`src/rtl/rrf_alloc_multi_pkg.sv`:
```
// Shared constants and types for the multi-wide RRF tag allocator.
// Optional branch rollback is enabled by defining RRF_ROLLBACK_EN.
package rrf_alloc_multi_pkg;

    localparam int RRF_NUM        = 64;
    localparam int RRF_SEL        = $clog2(RRF_NUM);
    localparam int DISPATCH_WIDTH = 2;
    localparam int COMMIT_WIDTH   = 2;
    localparam int FREE_W         = RRF_SEL + 1;
    localparam int COM_W          = $clog2(COMMIT_WIDTH + 1);
    localparam int REQ_CNT_W      = $clog2(DISPATCH_WIDTH + 1);

    typedef logic [RRF_SEL-1:0] rrftag_t;
    typedef logic [FREE_W-1:0]  freenum_t;

endpackage

```
`src/rtl/rrf_alloc_multi_if.sv`:
```
// Dispatch/commit handshake bundle of the RRF allocator.
// Rollback signals exist only when RRF_ROLLBACK_EN is defined.
interface rrf_alloc_multi_if;
    import rrf_alloc_multi_pkg::*;

    logic [DISPATCH_WIDTH-1:0]         alloc_req_i;
    logic                              stall_dp_i;
    logic [COM_W-1:0]                  com_inst_num_i;
    logic                              rrf_allocatable_o;
    freenum_t                          freenum_o;
    rrftag_t                           rrfptr_o;
    rrftag_t                           comptr_o;
    logic [DISPATCH_WIDTH*RRF_SEL-1:0] dst_rename_rrftag_o;
    logic                              alloc_fire_o;
    logic                              nextrrfcyc_o;
`ifdef RRF_ROLLBACK_EN
    logic                              rollback_i;
    rrftag_t                           rollback_rrftag_i;
`endif

    modport master (
        output alloc_req_i, stall_dp_i, com_inst_num_i,
`ifdef RRF_ROLLBACK_EN
        output rollback_i, rollback_rrftag_i,
`endif
        input  rrf_allocatable_o, freenum_o, rrfptr_o, comptr_o,
        input  dst_rename_rrftag_o, alloc_fire_o, nextrrfcyc_o
    );

    modport slave (
        input  alloc_req_i, stall_dp_i, com_inst_num_i,
`ifdef RRF_ROLLBACK_EN
        input  rollback_i, rollback_rrftag_i,
`endif
        output rrf_allocatable_o, freenum_o, rrfptr_o, comptr_o,
        output dst_rename_rrftag_o, alloc_fire_o, nextrrfcyc_o
    );

endinterface

```
`src/rtl/rrf_alloc_multi_mod_add.sv`:
```
// Modulo-RRF_NUM adder: pointer plus a small count, with wrap flag.
// A single compare-and-subtract suffices since cnt_i < RRF_NUM.
module rrf_mod_add
    import rrf_alloc_multi_pkg::*;
#(
    parameter int CNT_W = 2
) (
    input  rrftag_t          ptr_i,
    input  logic [CNT_W-1:0] cnt_i,
    output rrftag_t          sum_o,
    output logic             wrap_o
);

    localparam int W = RRF_SEL + 1;

    logic [W-1:0] raw;
    logic [W-1:0] sub;

    assign raw    = {1'b0, ptr_i} + W'(cnt_i);
    assign sub    = raw - W'(RRF_NUM);
    assign wrap_o = raw >= W'(RRF_NUM);
    assign sum_o  = wrap_o ? sub[RRF_SEL-1:0] : raw[RRF_SEL-1:0];

endmodule

```
`src/rtl/rrf_alloc_multi.sv`:
```
// Multi-wide RRF tag allocator: consecutive tags per dispatch slot, commit reclaim.
// Define RRF_ROLLBACK_EN to add branch-mispredict rollback of the alloc pointer.
module rrf_alloc_multi
    import rrf_alloc_multi_pkg::*;
(
    input  logic            clk,
    input  logic            reset,
    rrf_alloc_multi_if.slave bus
);

    rrftag_t  rrfptr_q, rrfptr_d;
    rrftag_t  comptr_q, comptr_d;
    freenum_t freenum_q, freenum_d;
    logic     cyc_q, cyc_d;

    logic [REQ_CNT_W-1:0] pre [DISPATCH_WIDTH+1];
    logic [REQ_CNT_W-1:0] n_alloc;
    rrftag_t              tag [DISPATCH_WIDTH];
    logic [DISPATCH_WIDTH-1:0] tag_wrap_unused;
    logic     allocatable, fire, rollback;
    rrftag_t  ptr_add;
    logic     ptr_wrap;
    logic     com_wrap_unused;

`ifdef RRF_ROLLBACK_EN
    freenum_t rb_live;
    assign rollback = bus.rollback_i;
    assign rb_live  = (bus.rollback_rrftag_i >= comptr_d)
                    ? FREE_W'(bus.rollback_rrftag_i) - FREE_W'(comptr_d)
                    : FREE_W'(bus.rollback_rrftag_i) + FREE_W'(RRF_NUM)
                      - FREE_W'(comptr_d);
`else
    assign rollback = 1'b0;
`endif

    // pre[k] = requests in slots below k; gives gap-compressed slot offsets
    always_comb begin
        pre[0] = '0;
        for (int k = 0; k < DISPATCH_WIDTH; k++)
            pre[k+1] = pre[k] + REQ_CNT_W'(bus.alloc_req_i[k]);
    end

    assign allocatable = freenum_q >= FREE_W'(DISPATCH_WIDTH);
    assign fire    = (|bus.alloc_req_i) & ~bus.stall_dp_i & allocatable
                   & ~rollback & ~reset;
    assign n_alloc = fire ? pre[DISPATCH_WIDTH] : '0;

    for (genvar k = 0; k < DISPATCH_WIDTH; k++) begin : g_slot
        rrf_mod_add #(.CNT_W(REQ_CNT_W)) u_tag (
            .ptr_i  (rrfptr_q),
            .cnt_i  (pre[k]),
            .sum_o  (tag[k]),
            .wrap_o (tag_wrap_unused[k])
        );
        assign bus.dst_rename_rrftag_o[k*RRF_SEL +: RRF_SEL] = tag[k];
    end

    rrf_mod_add #(.CNT_W(REQ_CNT_W)) u_ptr (
        .ptr_i  (rrfptr_q),
        .cnt_i  (n_alloc),
        .sum_o  (ptr_add),
        .wrap_o (ptr_wrap)
    );

    rrf_mod_add #(.CNT_W(COM_W)) u_com (
        .ptr_i  (comptr_q),
        .cnt_i  (bus.com_inst_num_i),
        .sum_o  (comptr_d),
        .wrap_o (com_wrap_unused)
    );

    always_comb begin
        rrfptr_d  = ptr_add;
        cyc_d     = cyc_q ^ ptr_wrap;
        freenum_d = freenum_q - FREE_W'(n_alloc)
                  + FREE_W'(bus.com_inst_num_i);
`ifdef RRF_ROLLBACK_EN
        if (bus.rollback_i) begin
            rrfptr_d = bus.rollback_rrftag_i;
            cyc_d    = cyc_q ^ (bus.rollback_rrftag_i > rrfptr_q);
            // equal tag keeps the old count so a full RRF stays full
            if (bus.rollback_rrftag_i != rrfptr_q)
                freenum_d = FREE_W'(RRF_NUM) - rb_live;
        end
`endif
    end

    always_ff @(posedge clk or posedge reset) begin
        if (reset) begin
            rrfptr_q  <= '0;
            comptr_q  <= '0;
            freenum_q <= FREE_W'(RRF_NUM);
            cyc_q     <= 1'b0;
        end else begin
            rrfptr_q  <= rrfptr_d;
            comptr_q  <= comptr_d;
            freenum_q <= freenum_d;
            cyc_q     <= cyc_d;
        end
    end

    assign bus.rrf_allocatable_o = allocatable;
    assign bus.freenum_o         = freenum_q;
    assign bus.rrfptr_o          = rrfptr_q;
    assign bus.comptr_o          = comptr_q;
    assign bus.alloc_fire_o      = fire;
    assign bus.nextrrfcyc_o      = cyc_q;

    a_com_max: assert property (@(posedge clk) disable iff (reset)
        bus.com_inst_num_i <= COM_W'(COMMIT_WIDTH));
    a_com_live: assert property (@(posedge clk) disable iff (reset)
        FREE_W'(bus.com_inst_num_i) <= FREE_W'(RRF_NUM) - freenum_q);

endmodule

```
`src/flat_wrapper.sv`:
```
// flat-port wrapper written by rule: the top's interface ports become plain ports
module rrf_alloc_multi_flat import rrf_alloc_multi_pkg::*;
  (clk, reset, bus_alloc_req_i, bus_stall_dp_i, bus_com_inst_num_i, bus_rrf_allocatable_o, bus_freenum_o, bus_rrfptr_o, bus_comptr_o, bus_dst_rename_rrftag_o, bus_alloc_fire_o, bus_nextrrfcyc_o);
  rrf_alloc_multi_if bus_i ();
  input  logic clk;
  input  logic reset;
  input wire logic [$bits(bus_i.alloc_req_i)-1:0] bus_alloc_req_i;
  input wire logic [$bits(bus_i.stall_dp_i)-1:0] bus_stall_dp_i;
  input wire logic [$bits(bus_i.com_inst_num_i)-1:0] bus_com_inst_num_i;
  output wire logic [$bits(bus_i.rrf_allocatable_o)-1:0] bus_rrf_allocatable_o;
  output wire logic [$bits(bus_i.freenum_o)-1:0] bus_freenum_o;
  output wire logic [$bits(bus_i.rrfptr_o)-1:0] bus_rrfptr_o;
  output wire logic [$bits(bus_i.comptr_o)-1:0] bus_comptr_o;
  output wire logic [$bits(bus_i.dst_rename_rrftag_o)-1:0] bus_dst_rename_rrftag_o;
  output wire logic [$bits(bus_i.alloc_fire_o)-1:0] bus_alloc_fire_o;
  output wire logic [$bits(bus_i.nextrrfcyc_o)-1:0] bus_nextrrfcyc_o;
  assign bus_i.alloc_req_i = bus_alloc_req_i;
  assign bus_i.stall_dp_i = bus_stall_dp_i;
  assign bus_i.com_inst_num_i = bus_com_inst_num_i;
  assign bus_rrf_allocatable_o = bus_i.rrf_allocatable_o;
  assign bus_freenum_o = bus_i.freenum_o;
  assign bus_rrfptr_o = bus_i.rrfptr_o;
  assign bus_comptr_o = bus_i.comptr_o;
  assign bus_dst_rename_rrftag_o = bus_i.dst_rename_rrftag_o;
  assign bus_alloc_fire_o = bus_i.alloc_fire_o;
  assign bus_nextrrfcyc_o = bus_i.nextrrfcyc_o;
  rrf_alloc_multi u_core (.clk(clk), .reset(reset), .bus(bus_i));
endmodule
```
`config.mk`:
```
export PLATFORM = sky130hd
export DESIGN_NAME = rrf_alloc_multi_flat
export DESIGN_NICKNAME = d
export VERILOG_FILES = /design/src/rtl/rrf_alloc_multi_pkg.sv /design/src/rtl/rrf_alloc_multi_if.sv /design/src/rtl/rrf_alloc_multi_mod_add.sv /design/src/rtl/rrf_alloc_multi.sv /design/src/flat_wrapper.sv
export SDC_FILE = /design/constraint.sdc
export NUM_CORES = 1
export LEC_CHECK = 0
export BUFFER_PORTS_ARGS = -buffer_cell sky130_fd_sc_hd__buf_2
export CORE_MARGIN = 2
export CORE_UTILIZATION = 30
export CTS_CLUSTER_DIAMETER = 150
export DETAILED_ROUTE_END_ITERATION = 16
export SLEW_MARGIN = 20
export SYNTH_ARGS = -nofsm -noshare
export SYNTH_HDL_FRONTEND = slang
export SYNTH_SLANG_ARGS = --single-unit
```
`constraint.sdc`:
```
create_clock -name clk -period 8.54 [get_ports clk]
set_input_delay 1.708 -clock clk [delete_from_list [all_inputs] [get_ports clk]]
set_output_delay 1.708 -clock clk [all_outputs]
set_load 0.03 [all_outputs]
```
# After elaboration in Yosys (flattened, before gate mapping)

Index checks and enable logic that the tools add are counted.

Reductions and logical operators: 1
$add $sub $neg: 10
$lt $le $gt $ge: 5
Muxes and demuxes: 5
Bitwise operators: 6

Operators with widths:

| cell                                                                  | number |
|---|---|
| 6-bit 2-to-1 mux                                                      | 4 |
| 6-bit by 1-bit subtractor with 6-bit output, second input constant    | 4 |
| 7-bit >= comparator, second input constant                            | 3 |
| 6-bit by 2-bit adder with 7-bit output                                | 2 |
| 6-bit by 1-bit adder with 7-bit output                                | 1 |
| 7-bit by 2-bit adder with 7-bit output                                | 1 |
| 6-bit by 7-bit >= comparator with 1-bit output, second input constant | 1 |
| 7-bit by 2-bit >= comparator with 1-bit output, second input constant | 1 |
| 7-bit by 2-bit subtractor with 7-bit output                           | 1 |
| 1-bit AND                                                             | 3 |
| 1-bit by 1-bit adder with 2-bit output                                | 1 |
| 2-bit 2-to-1 mux                                                      | 1 |
| 1-bit NOT                                                             | 2 |
| 2-bit OR reduction                                                    | 1 |
| 1-bit bitwise XOR                                                     | 1 |

Bits of input ports: 7
Register bits after elaboration: 20

# Logic depth before layout (Yosys ltp)

Gate-level depths: netlist (run 1).

Depth in word-level cells: 8
Mapped depth: 12

# By module

Synthesis (run 1) repeated with hierarchy kept, for this count alone.

Cells, all modules: 165
Area total of the unflattened synthesis: 1612.8 um2

By module, submodules not included:

| module          | instances | area each (um2) | sequential area each (um2) | cells an instance |
|---|---|---|---|---|
| rrf_alloc_multi | 1         | 1062.3          | 501.7                      | 93 |
| rrf_mod_add     | 4         | 137.6           | 0.0                        | 18 |

# Worst setup path after synthesis (run 1)

Ideal clock, no wire load.

Kind: input to output
Start point: input bus_alloc_req_i[0]
End point: output bus_alloc_fire_o
Stages on the path: 4
Arrival: 2.914 ns
Slack: 3.918 ns
Path buffers: 0
Path through: inv_1 > ha_1 > nor3_1 > a21boi_0

Word-level cells in the longest chain between the ends: 4

RTL lines:

| item                    | line                  | text |
|---|---|---|
| from (decl)             | flat_wrapper.sv:7     | `input wire logic [$bits(bus_i.alloc_req_i)-1:0] bus_alloc_req_i;` |
| 2-bit OR reduction      | rrf_alloc_multi.sv:44 | `assign fire = (\|bus.alloc_req_i) & ~bus.stall_dp_i & allocatable` |
| 1-bit AND (2 in series) | rrf_alloc_multi.sv:44 |  |
| 1-bit AND               | rrf_alloc_multi.sv:45 | `& ~rollback & ~reset;` |
| to (decl)               | flat_wrapper.sv:15    | `output wire logic [$bits(bus_i.alloc_fire_o)-1:0] bus_alloc_fire_o;` |

No other way between the ends.

# Worst setup path after layout (run 1)

Ends and elaborated chain as after synthesis.

==> results of run 1 <==
final cells by class:
class / count / area [sq um]
clock buffers: 3 / 41.3
clock inverters: 1 / 30.0
fillers: 488 / 2930
inverters: 24 / 90.1
multi-input cells: 94 / 797
flip-flops and latches: 20 / 502
well taps: 54 / 67.6
repair buffers: 40 / 200
logic make-up (layout without fill, tap and decap cells):
family	count (synthesis)	in the layout	share of synthesized area (%)
AO/OA/AOI/OAI	21	21	10.3
adder cells (fa/ha/maj)	25	25	23.8
XOR/XNOR	16	16	9.74
AND/OR/NAND/NOR	32	32	11.5
flip-flops	20	20	34.9
buffers and inverters	31	68	9.74
worst max-delay path by stage:
stage                        from          endpoint  slack (ns)
6_report       bus_alloc_req_i[0]  bus_alloc_fire_o        4.12
5_1_grt        bus_alloc_req_i[0]  bus_alloc_fire_o        4.03
4_1_cts        bus_alloc_req_i[0]  bus_alloc_fire_o        4.11
3_5_place_dp   bus_alloc_req_i[0]  bus_alloc_fire_o        4.11
3_3_place_gp   bus_alloc_req_i[0]  bus_alloc_fire_o        4.14
2_1_floorplan  bus_alloc_req_i[0]  bus_alloc_fire_o        3.92
metal layers:
| metal | share of wire (%) | wire length [um] |
|---|---|---|
| met4 | 1.8 | 49 |
| met2 | 48 | 1340 |
| met1 | 46 | 1290 |
| met5 | 0 | 0 |
| met3 | 3.6 | 101 |
stage by stage:
step	setup slack [ns]	hold slack [ns]	utilization [%]	cell area, sq um	instances
2_1_floorplan	3.92	0.649	-	1440	145
3_3_place_gp	4.14	0.455	35.5	1660	232
3_5_place_dp	4.11	0.458	35.5	1660	232
4_1_cts	4.11	0.475	37.1	1730	236
5_1_grt	4.03	0.493	37.1	1730	236
6_report	4.12	0.472	37.1	1730	236
cells in the final DEF (no fill, tap or decap), drive strengths merged, types with 4 or more instances in the layout:
cell,instances
nand2,7
a21oi,6
buf,40
nor2,7
dfrtp,19
fa,4
nor3,5
inv,24
xor2,10
ha,21
xnor2,6
worst register-to-register path, stage by stage (launching register included):
cell and delay [ns]:
dfrtp_1 0.39, inv_1 0.10, ha_1 0.22, a21bo_2 0.22
a21boi_1 0.32, a21oi_1 0.17, fa_1 0.51, inv_1 0.07
fa_1 0.47, a211oi_1 0.33, nor3_1 0.11, a211oi_2 0.19
cells in the mapped netlist, types with 2 or more instances:
master and number:
fa_1 4, nor3_1 5, nand3_1 3, a211oi_1 2
a21oi_1 6, a21o_1 2, xnor2_1 6, xor2_1 10
nand3b_1 3, nand2b_1 2, nand2_1 7, dfrtp_1 19
nor2_1 7, buf_4 6, ha_1 21, inv_1 24
o211ai_1 2
state kept, by name, summed over array words and instances (netlist names):
| signal | count |
|---|---|
| u_core.bus.comptr_o | 6 |
| u_core.bus.nextrrfcyc_o | 1 |
| u_core.bus.freenum_o | 7 |
| u_core.bus.rrfptr_o | 6 |
==> flow_summary_export.csv, run 1 <==
group,metric,value,unit
job,drv_cap,0,
drt,totalWireLength,2790,um
clock_tree,cts_max_level,1,
setup_path,r2r-end,"u_core.bus.freenum_o[6]",
setup_path,r2r_slack,5.35,ns
place,gp_congestion,0.795,
floorplan,die_x,73.3,um
final_layout,syn2layout_area_growth,20.1,%
drt,first_pass_iters,4,
setup_path,path_cells,"buf_2, inv_1, ha_1, nor3_1, a21boi_0, buf_2",
setup_path,critical_path_class,"in2out",
global_route,grt_pass1_vias,978,
global_route,grt_antenna_before_repair,0,
hold_path,hp-class,"reg2reg",
global_route,grt_usage,10.8,%
global_route,grt_pass1_wl,4400,um
drt,wl_per_cell,11.8,um
global_route,grt_use_met3,1.92,%
yosys,synth.distinct_cells,33,
global_route,globalRouteMet1Util,13.6,%
yosys,ys_seq_area_share,34.9,%
floorplan,fp-row-count,25,
sta,worst_pin_slew,0.804,ns
final_layout,n_antenna_cell,0,
floorplan,initial_utilization,30.9,%
floorplan,core,4660,sq um
yosys,async_flop_share,100,%
global_route,busiest_layer,"met2",
sta,setup_viol,0,
sta,hold_viol,0,
yosys,synthesis.area,1440,sq um
setup_path,crit_cells,6,
global_route,grt_max_degree,21,
sta,slew_headroom,46.4,%
yosys,synth.largest_area_cell,"dfrtp_1",
yosys,synth_edf_count,0,
drt,drc,0,
yosys,synth_area_leaders,"dfrtp_1 33%, ha_1 18%, inv_1 6.3%",
final_layout,nNetsFinal,215,
setup_path,path_buf_inv,3,
sta,final.setup_skew,0.00347,ns
floorplan,die_h,73.3,um
clock_tree,cts-buffers-inserted,3,
yosys,synth_ff_type,"dfrtp_1",
clock_tree,cts_root_buf,"clkbuf_8",
sta,finalMaxSlewViolations,0,
setup_path,worstSetupStartpointType,"primary input",
sta,clock.fmax,0.226,GHz
place,place_hpwl,2190,um
clock_tree,postCtsResizedCells,0,
global_route,overflow,0,
floorplan,ioPinCount,41,
setup_path,crit_path_frequent_cell,"buf_2",
clock_tree,post_cts.repair.setup_buffers,0,
setup_path,crit_path_max_incr_delay,0.26,ns
yosys,syn_nets,177,
setup_path,slowest_stage,"nor3_1",
setup_path,required,6.83,ns
sta,period_share,51.8,%
floorplan,fp.dieArea,5370,sq um
drt,vias,1078,
drt,final_antenna_net_count,0,
drt,drt-initial-drc-count,25,
sta,rsz0062_at_grt,"false",
hold_path,holdPathEnd,"u_core.bus.comptr_o[5]",
setup_path,reg2reg_depth,11,
setup_path,critPathTopFamily,"buffers and inverters",
setup_path,arrival,2.72,ns
yosys,syn_area_per_cell,9.92,sq um
setup_path,path_max_fanout,3,
hold_path,hold_depth,1,
clock_tree,cts.sinks,20,
drt,viasPerCell,4.57,
sta,tns,0,ns
setup_path,endpoint_kind,"output pin",
yosys,ys_ff_latch,20,
yosys,synthCells,145,
clock_tree,cts_tree,"yes",
sta,layout_min_cycle_time,4.42,ns
clock_tree,clk_pin_slew_worst_paths,0.08,ns
yosys,synth_warnings,0,
clock_tree,hold_buffers,0,
global_route,use_met2,17.5,%
clock_tree,clk_latency,0.26,ns
setup_path,r2r-start,"u_core.bus.freenum_o[3]",
final_layout,layout-drive-gt1-share,25.8,%
status,status,"complete, no violations",
hold_path,min_from,"u_core.bus.comptr_o[5]",
clock_tree,clockBufferDepth,2,
place,io_buffer_count,40,
yosys,synth_top_area_share,33.0,%
Power of run 1 is left out: the tool's default activity adds up to more than one toggle a clock period on the data nets, which glitch-free logic cannot reach.
==> run 2, diff against run 1 <==
==> constraint.sdc (replaced) <==
create_clock -name clk -period 3.95 [get_ports clk]
set_input_delay 0.79 -clock clk [delete_from_list [all_inputs] [get_ports clk]]
set_output_delay 0.79 -clock clk [all_outputs]
set_load 0.03 [all_outputs]
==> flow_summary_export.csv, run 2 (same netlist as run 1, synthesis figures left out) <==
group,metric,value,unit
floorplan,die_h,73.3,um
drt,totalWireLength,2690,um
drt,final_antenna_net_count,0,
sta,tns,0,ns
sta,final.setup_skew,0.00527,ns
drt,wl_met3,148,um
hold_path,hp-class,"reg2reg",
hold_path,holdPathEnd,"u_core.bus.nextrrfcyc_o",
setup_path,slowest_stage,"fa_1",
final_layout,largest_reg_flops,7,
setup_path,required,4.13,ns
sta,period_share,81.8,%
final_layout,n_antenna_cell,0,
job,drv_cap,0,
clock_tree,post_cts.repair.setup_buffers,0,
setup_path,r2r_slack,0.72,ns
place,place_hpwl,2100,um
drt,wl_met2,1250,um
setup_path,r2r-end,"u_core.bus.freenum_o[6]",
clock_tree,postCtsResizedCells,0,
drt,top_layer_used,"met4",
setup_path,critPathTopFamily,"compound AO/OA/AOI/OAI gates",
floorplan,core,4660,sq um
final_layout,layout_common_cells,"40 x buf_2, 24 x inv_1, 21 x ha_1",
floorplan,fp-row-count,25,
final_layout,final_common_cell,"buf_2",
clock_tree,cts.sinks,20,
place,io_buffer_count,40,
setup_path,crit_path_max_incr_delay,0.51,ns
drt,wl_per_cell,11.4,um
floorplan,ioPinCount,41,
setup_path,critical_path_class,"reg2reg",
floorplan,initial_utilization,30.9,%
clock_tree,cts_tree,"yes",
setup_path,path_cells,"inv_1, ha_1, a21bo_2, a21boi_1, a21oi_1, fa_1, inv_1, fa_1, a211oi_1, nor3_1, a211oi_2",
global_route,grt_pass1_vias,966,
global_route,overflow,0,
clock_tree,clk_pin_slew_worst_paths,0.08,ns
drt,first_pass_iters,4,
setup_path,endpoint_kind,"flip-flop",
global_route,grt_antenna_before_repair,0,
drt,vias,1081,
global_route,grt_max_degree,21,
sta,finalMaxSlewViolations,0,
final_layout,num-fill-cells,473,
sta,layout_min_cycle_time,3.23,ns
setup_path,path_buf_inv,2,
global_route,grt_usage,10.5,%
sta,hold_viol,0,
clock_tree,cts_max_level,1,
sta,worst_pin_slew,0.777,ns
hold_path,min_from,"u_core.bus.nextrrfcyc_o",
setup_path,arrival,3.41,ns
clock_tree,cts-buffers-inserted,3,
place,gp_congestion,0.806,
setup_path,r2r-start,"u_core.bus.freenum_o[3]",
hold_path,hold_depth,1,
final_layout,syn2layout_area_growth,20.1,%
floorplan,die_x,73.3,um
setup_path,worstSetupStartpointType,"flip-flop",
final_layout,nNetsFinal,215,
status,status,"complete, no violations",
drt,viasPerCell,4.58,
final_layout,layout-drive-gt1-share,25.8,%
setup_path,path_max_fanout,5,
sta,rsz0062_at_grt,"false",
clock_tree,clockBufferDepth,2,
sta,clock.fmax,0.310,GHz
clock_tree,clk_latency,0.26,ns
setup_path,reg2reg_depth,11,
global_route,grt_pass1_wl,4340,um
sta,slew_headroom,48.2,%
clock_tree,hold_buffers,0,
sta,setup_viol,0,
drt,drt-initial-drc-count,35,
drt,drc,0,
clock_tree,cts_root_buf,"clkbuf_8",
floorplan,fp.dieArea,5370,sq um
drt,wl_met1,1250,um
-- run 2: cell counts in the layout (fill, tap and decap cells not counted) --
No cell type changed its count.
-- run 2: per-layer routing --
| layer | track usage, % | up-vias |
|---|---|---|
| met5 | 0 | - |
| met4 | 4.32 | 0 |
| met3 | 2.19 | 6 |
| met2 | 17.4 | 35 |
| met1 | 13.2 | 496 |
| li1 | - | 544 |
-- run 2: worst max path at each step --
stage / start / to / slack (ns) / depth (start not counted)
2_1_floorplan: u_core.bus.freenum_o[3] / u_core.bus.freenum_o[6] / 0.84 / 11
3_3_place_gp: bus_alloc_req_i[0] / u_core.bus.freenum_o[5] / 0.68 / 12
3_5_place_dp: bus_alloc_req_i[0] / u_core.bus.freenum_o[5] / 0.67 / 12
4_1_cts: u_core.bus.freenum_o[3] / u_core.bus.freenum_o[6] / 0.70 / 11
5_1_grt: u_core.bus.freenum_o[3] / u_core.bus.freenum_o[6] / 0.45 / 11
6_report: u_core.bus.freenum_o[3] / u_core.bus.freenum_o[6] / 0.72 / 11
-- run 2: cell type report --
type | instances | area, sq um | area share [%]
sequential | 20 | 502 | 29.0
clock buffer | 3 | 41.3 | 2.39
clock inverter | 1 | 30.0 | 1.74
inverter | 24 | 90.1 | 5.21
multi-input combinational | 94 | 797 | 46.1
tap | 54 | 67.6 | 3.91
timing repair buffer | 40 | 200 | 11.6
-- run 2: stage by stage --
step | hold WS (ns) | utilization, % | std cells | setup WS [ns] | area [sq um]
after CTS | 0.472 | 37.1 | 236 | 0.703 | 1730
after floorplan | 0.649 | - | 145 | 0.841 | 1440
final | 0.467 | 37.1 | 236 | 0.721 | 1730
after global routing | 0.478 | 37.1 | 236 | 0.449 | 1730
after detailed placement | 0.456 | 35.5 | 232 | 0.672 | 1660
after global placement | 0.455 | 35.5 | 232 | 0.684 | 1660
Power of run 2 is left out for the same reason.
==> run 3, diff against run 2 <==
--- a/config.mk
+++ b/config.mk
@@ -5,6 +5,7 @@
 export SDC_FILE = /design/constraint.sdc
 export NUM_CORES = 1
 export LEC_CHECK = 0
+export ABC_AREA = 1
 export BUFFER_PORTS_ARGS = -buffer_cell sky130_fd_sc_hd__buf_2
 export CORE_MARGIN = 2
 export CORE_UTILIZATION = 30
==> constraint.sdc (replaced) <==
create_clock -name clk -period 3.08 [get_ports clk]
set_input_delay 0.616 -clock clk [delete_from_list [all_inputs] [get_ports clk]]
set_output_delay 0.616 -clock clk [all_outputs]
set_load 0.03 [all_outputs]
==> flow_summary_export.csv, run 3 <==
group,metric,value,unit
yosys,synth_top_area_share,33.0,%
sta,period_share,88.6,%
drt,viasPerCell,4.31,
yosys,syn_area_per_cell,8.91,sq um
setup_path,reg2reg_depth,17,
global_route,overflow,0,
drt,drc,0,
final_layout,multi_input_area,757,sq um
drt,vias,1091,
place,numPlacedInstances,249,
drt,final_antenna_net_count,0,
yosys,synth.largest_area_cell,"dfrtp_1",
floorplan,initial_utilization,30.7,%
sta,hold_ws,0.473,ns
hold_path,holdPathEnd,"u_core.bus.nextrrfcyc_o",
floorplan,die_x,73.3,um
sta,tns,0,ns
final_layout,num-fill-cells,484,
final_layout,finalNonFillerCells,253,
sta,setup_viol,0,
floorplan,ioPinCount,41,
final_layout,layout_common_cells,"40 x buf_2, 34 x inv_1, 26 x nand2_1",
sta,final.setup_skew,0.00261,ns
sta,layout_min_cycle_time,2.73,ns
yosys,syn_nets,194,
drt,first_pass_iters,4,
place,gp_congestion,0.741,
yosys,synth_warnings,0,
setup_path,critical_path_class,"reg2reg",
hold_path,min_from,"u_core.bus.nextrrfcyc_o",
drt,totalWireLength,2770,um
yosys,synthesis.area,1440,sq um
sta,clock.fmax,0.366,GHz
clock_tree,post_cts.repair.setup_buffers,0,
setup_path,endpoint_kind,"flip-flop",
clock_tree,clockBufferDepth,2,
final_layout,final_common_cell,"buf_2",
final_layout,syn2layout_area_growth,19.6,%
sta,worst_pin_slew,0.801,ns
place,io_buffer_count,40,
clock_tree,postCtsResizedCells,0,
sta,slew_headroom,46.5,%
clock_tree,clk_latency,0.26,ns
yosys,synth_area_leaders,"dfrtp_1 33%, ha_1 18%, inv_1 8.8%",
final_layout,regArea,502,sq um
drt,drt-initial-drc-count,19,
setup_path,r2r-end,"u_core.bus.freenum_o[6]",
yosys,async_flop_share,100,%
sta,finalMaxSlewViolations,0,
yosys,synth_ff_type,"dfrtp_1",
clock_tree,cts-buffers-inserted,3,
global_route,grt_antenna_before_repair,0,
yosys,synth_most_common_cell,"inv_1",
global_route,grt_usage,11.4,%
floorplan,fp-row-count,25,
clock_tree,cts_tree,"yes",
setup_path,required,3.28,ns
setup_path,arrival,2.93,ns
job,drv_cap,0,
yosys,ys_ff_latch,20,
clock_tree,clk_pin_slew_worst_paths,0.08,ns
place,place_hpwl,2310,um
global_route,grt_pass1_vias,1042,
clock_tree,cts_root_buf,"clkbuf_8",
final_layout,n_antenna_cell,0,
floorplan,fp.dieArea,5380,sq um
floorplan,core,4690,sq um
clock_tree,cts_max_level,1,
setup_path,worstSetupStartpointType,"flip-flop",
global_route,grt_max_degree,21,
clock_tree,cts.sinks,20,
drt,wl_per_cell,11.0,um
yosys,synthCells,162,
sta,hold_viol,0,
yosys,synth_edf_count,0,
global_route,grt_pass1_wl,4640,um
final_layout,largest_reg_flops,7,
yosys,synth_commonest_cells,"34 x inv_1, 26 x nand2_1, 21 x ha_1",
hold_path,hp-class,"reg2reg",
yosys,ys_seq_area_share,34.8,%
status,status,"complete, no violations",
hold_path,hold_depth,1,
final_layout,layout-drive-gt1-share,26.1,%
final_layout,nNetsFinal,232,
setup_path,r2r-start,"u_core.bus.freenum_o[6]",
sta,rsz0062_at_grt,"false",
setup_path,path_max_fanout,3,
floorplan,die_h,73.3,um
setup_path,r2r_slack,0.35,ns
clock_tree,hold_buffers,0,
yosys,synth.distinct_cells,21,
==> run 3: worst max-delay path, cell delays in order, from the launching register on <==
cell	delay (ns)
dfstp_2	0.55
inv_1	0.05
ha_1	0.18
nand2_1	0.06
nand2_1	0.05
nor2_1	0.12
nand2_2	0.09
nand2_2	0.09
nor2_1	0.07
fa_1	0.48
inv_1	0.07
fa_1	0.45
nand2_1	0.08
nand2_1	0.06
nand3_1	0.09
nand2_1	0.06
nand2_1	0.05
nand2_1	0.05
==> run 3: logic make-up (layout without fill, tap and decap cells) <==
| logic type | Yosys count | in the layout | synth area share, % |
|---|---|---|---|
| AO/OA/AOI/OAI | 4 | 4 | 1.56 |
| adder cells (fa/ha/maj) | 25 | 25 | 23.8 |
| XOR/XNOR | 14 | 14 | 8.50 |
| AND/OR/NAND/NOR | 58 | 58 | 18.6 |
| flip-flops | 20 | 20 | 34.8 |
| buffers and inverters | 41 | 78 | 12.7 |
==> run 3: worst max path at each step <==
stage | startpoint | to | cells after the start
final | u_core.bus.freenum_o[6] | u_core.bus.freenum_o[6] | 17
after global routing | u_core.bus.freenum_o[6] | u_core.bus.freenum_o[6] | 17
after CTS | u_core.bus.freenum_o[6] | u_core.bus.freenum_o[6] | 17
after detailed placement | bus_alloc_req_i[0] | u_core.bus.freenum_o[3] | 13
after global placement | bus_alloc_req_i[0] | u_core.bus.freenum_o[3] | 13
after floorplan | u_core.bus.freenum_o[6] | u_core.bus.freenum_o[6] | 17
==> run 3: metal layers <==
layer | routed length (um) | vias up | GRT usage (%) | share of wire [%]
met5 | 0 | - | 0 | 0
met4 | 61 | 0 | 5.45 | 2.2
met3 | 172 | 5 | 2.33 | 6.2
met2 | 1310 | 29 | 18.7 | 47
met1 | 1220 | 499 | 14.4 | 44
li1 | - | 558 | - | -
==> run 3: stage by stage <==
stage | setup slack, ns | util, % | instance area, sq um
after floorplan | 0.283 | - | 1440
after global placement | 0.272 | 35.3 | 1650
after detailed placement | 0.192 | 35.3 | 1650
after CTS | 0.324 | 36.8 | 1730
after global routing | 0.167 | 36.8 | 1730
final | 0.351 | 36.8 | 1730
==> run 3: final cells by class <==
type | count | share of cell area (%)
sequential | 20 | 29.1
clock buffer | 3 | 2.39
multi-input combinational | 101 | 43.9
timing repair buffer | 40 | 11.6
inverter | 34 | 7.40
tap | 54 | 3.92
clock inverter | 1 | 1.74
Power of run 3 is left out for the same reason.
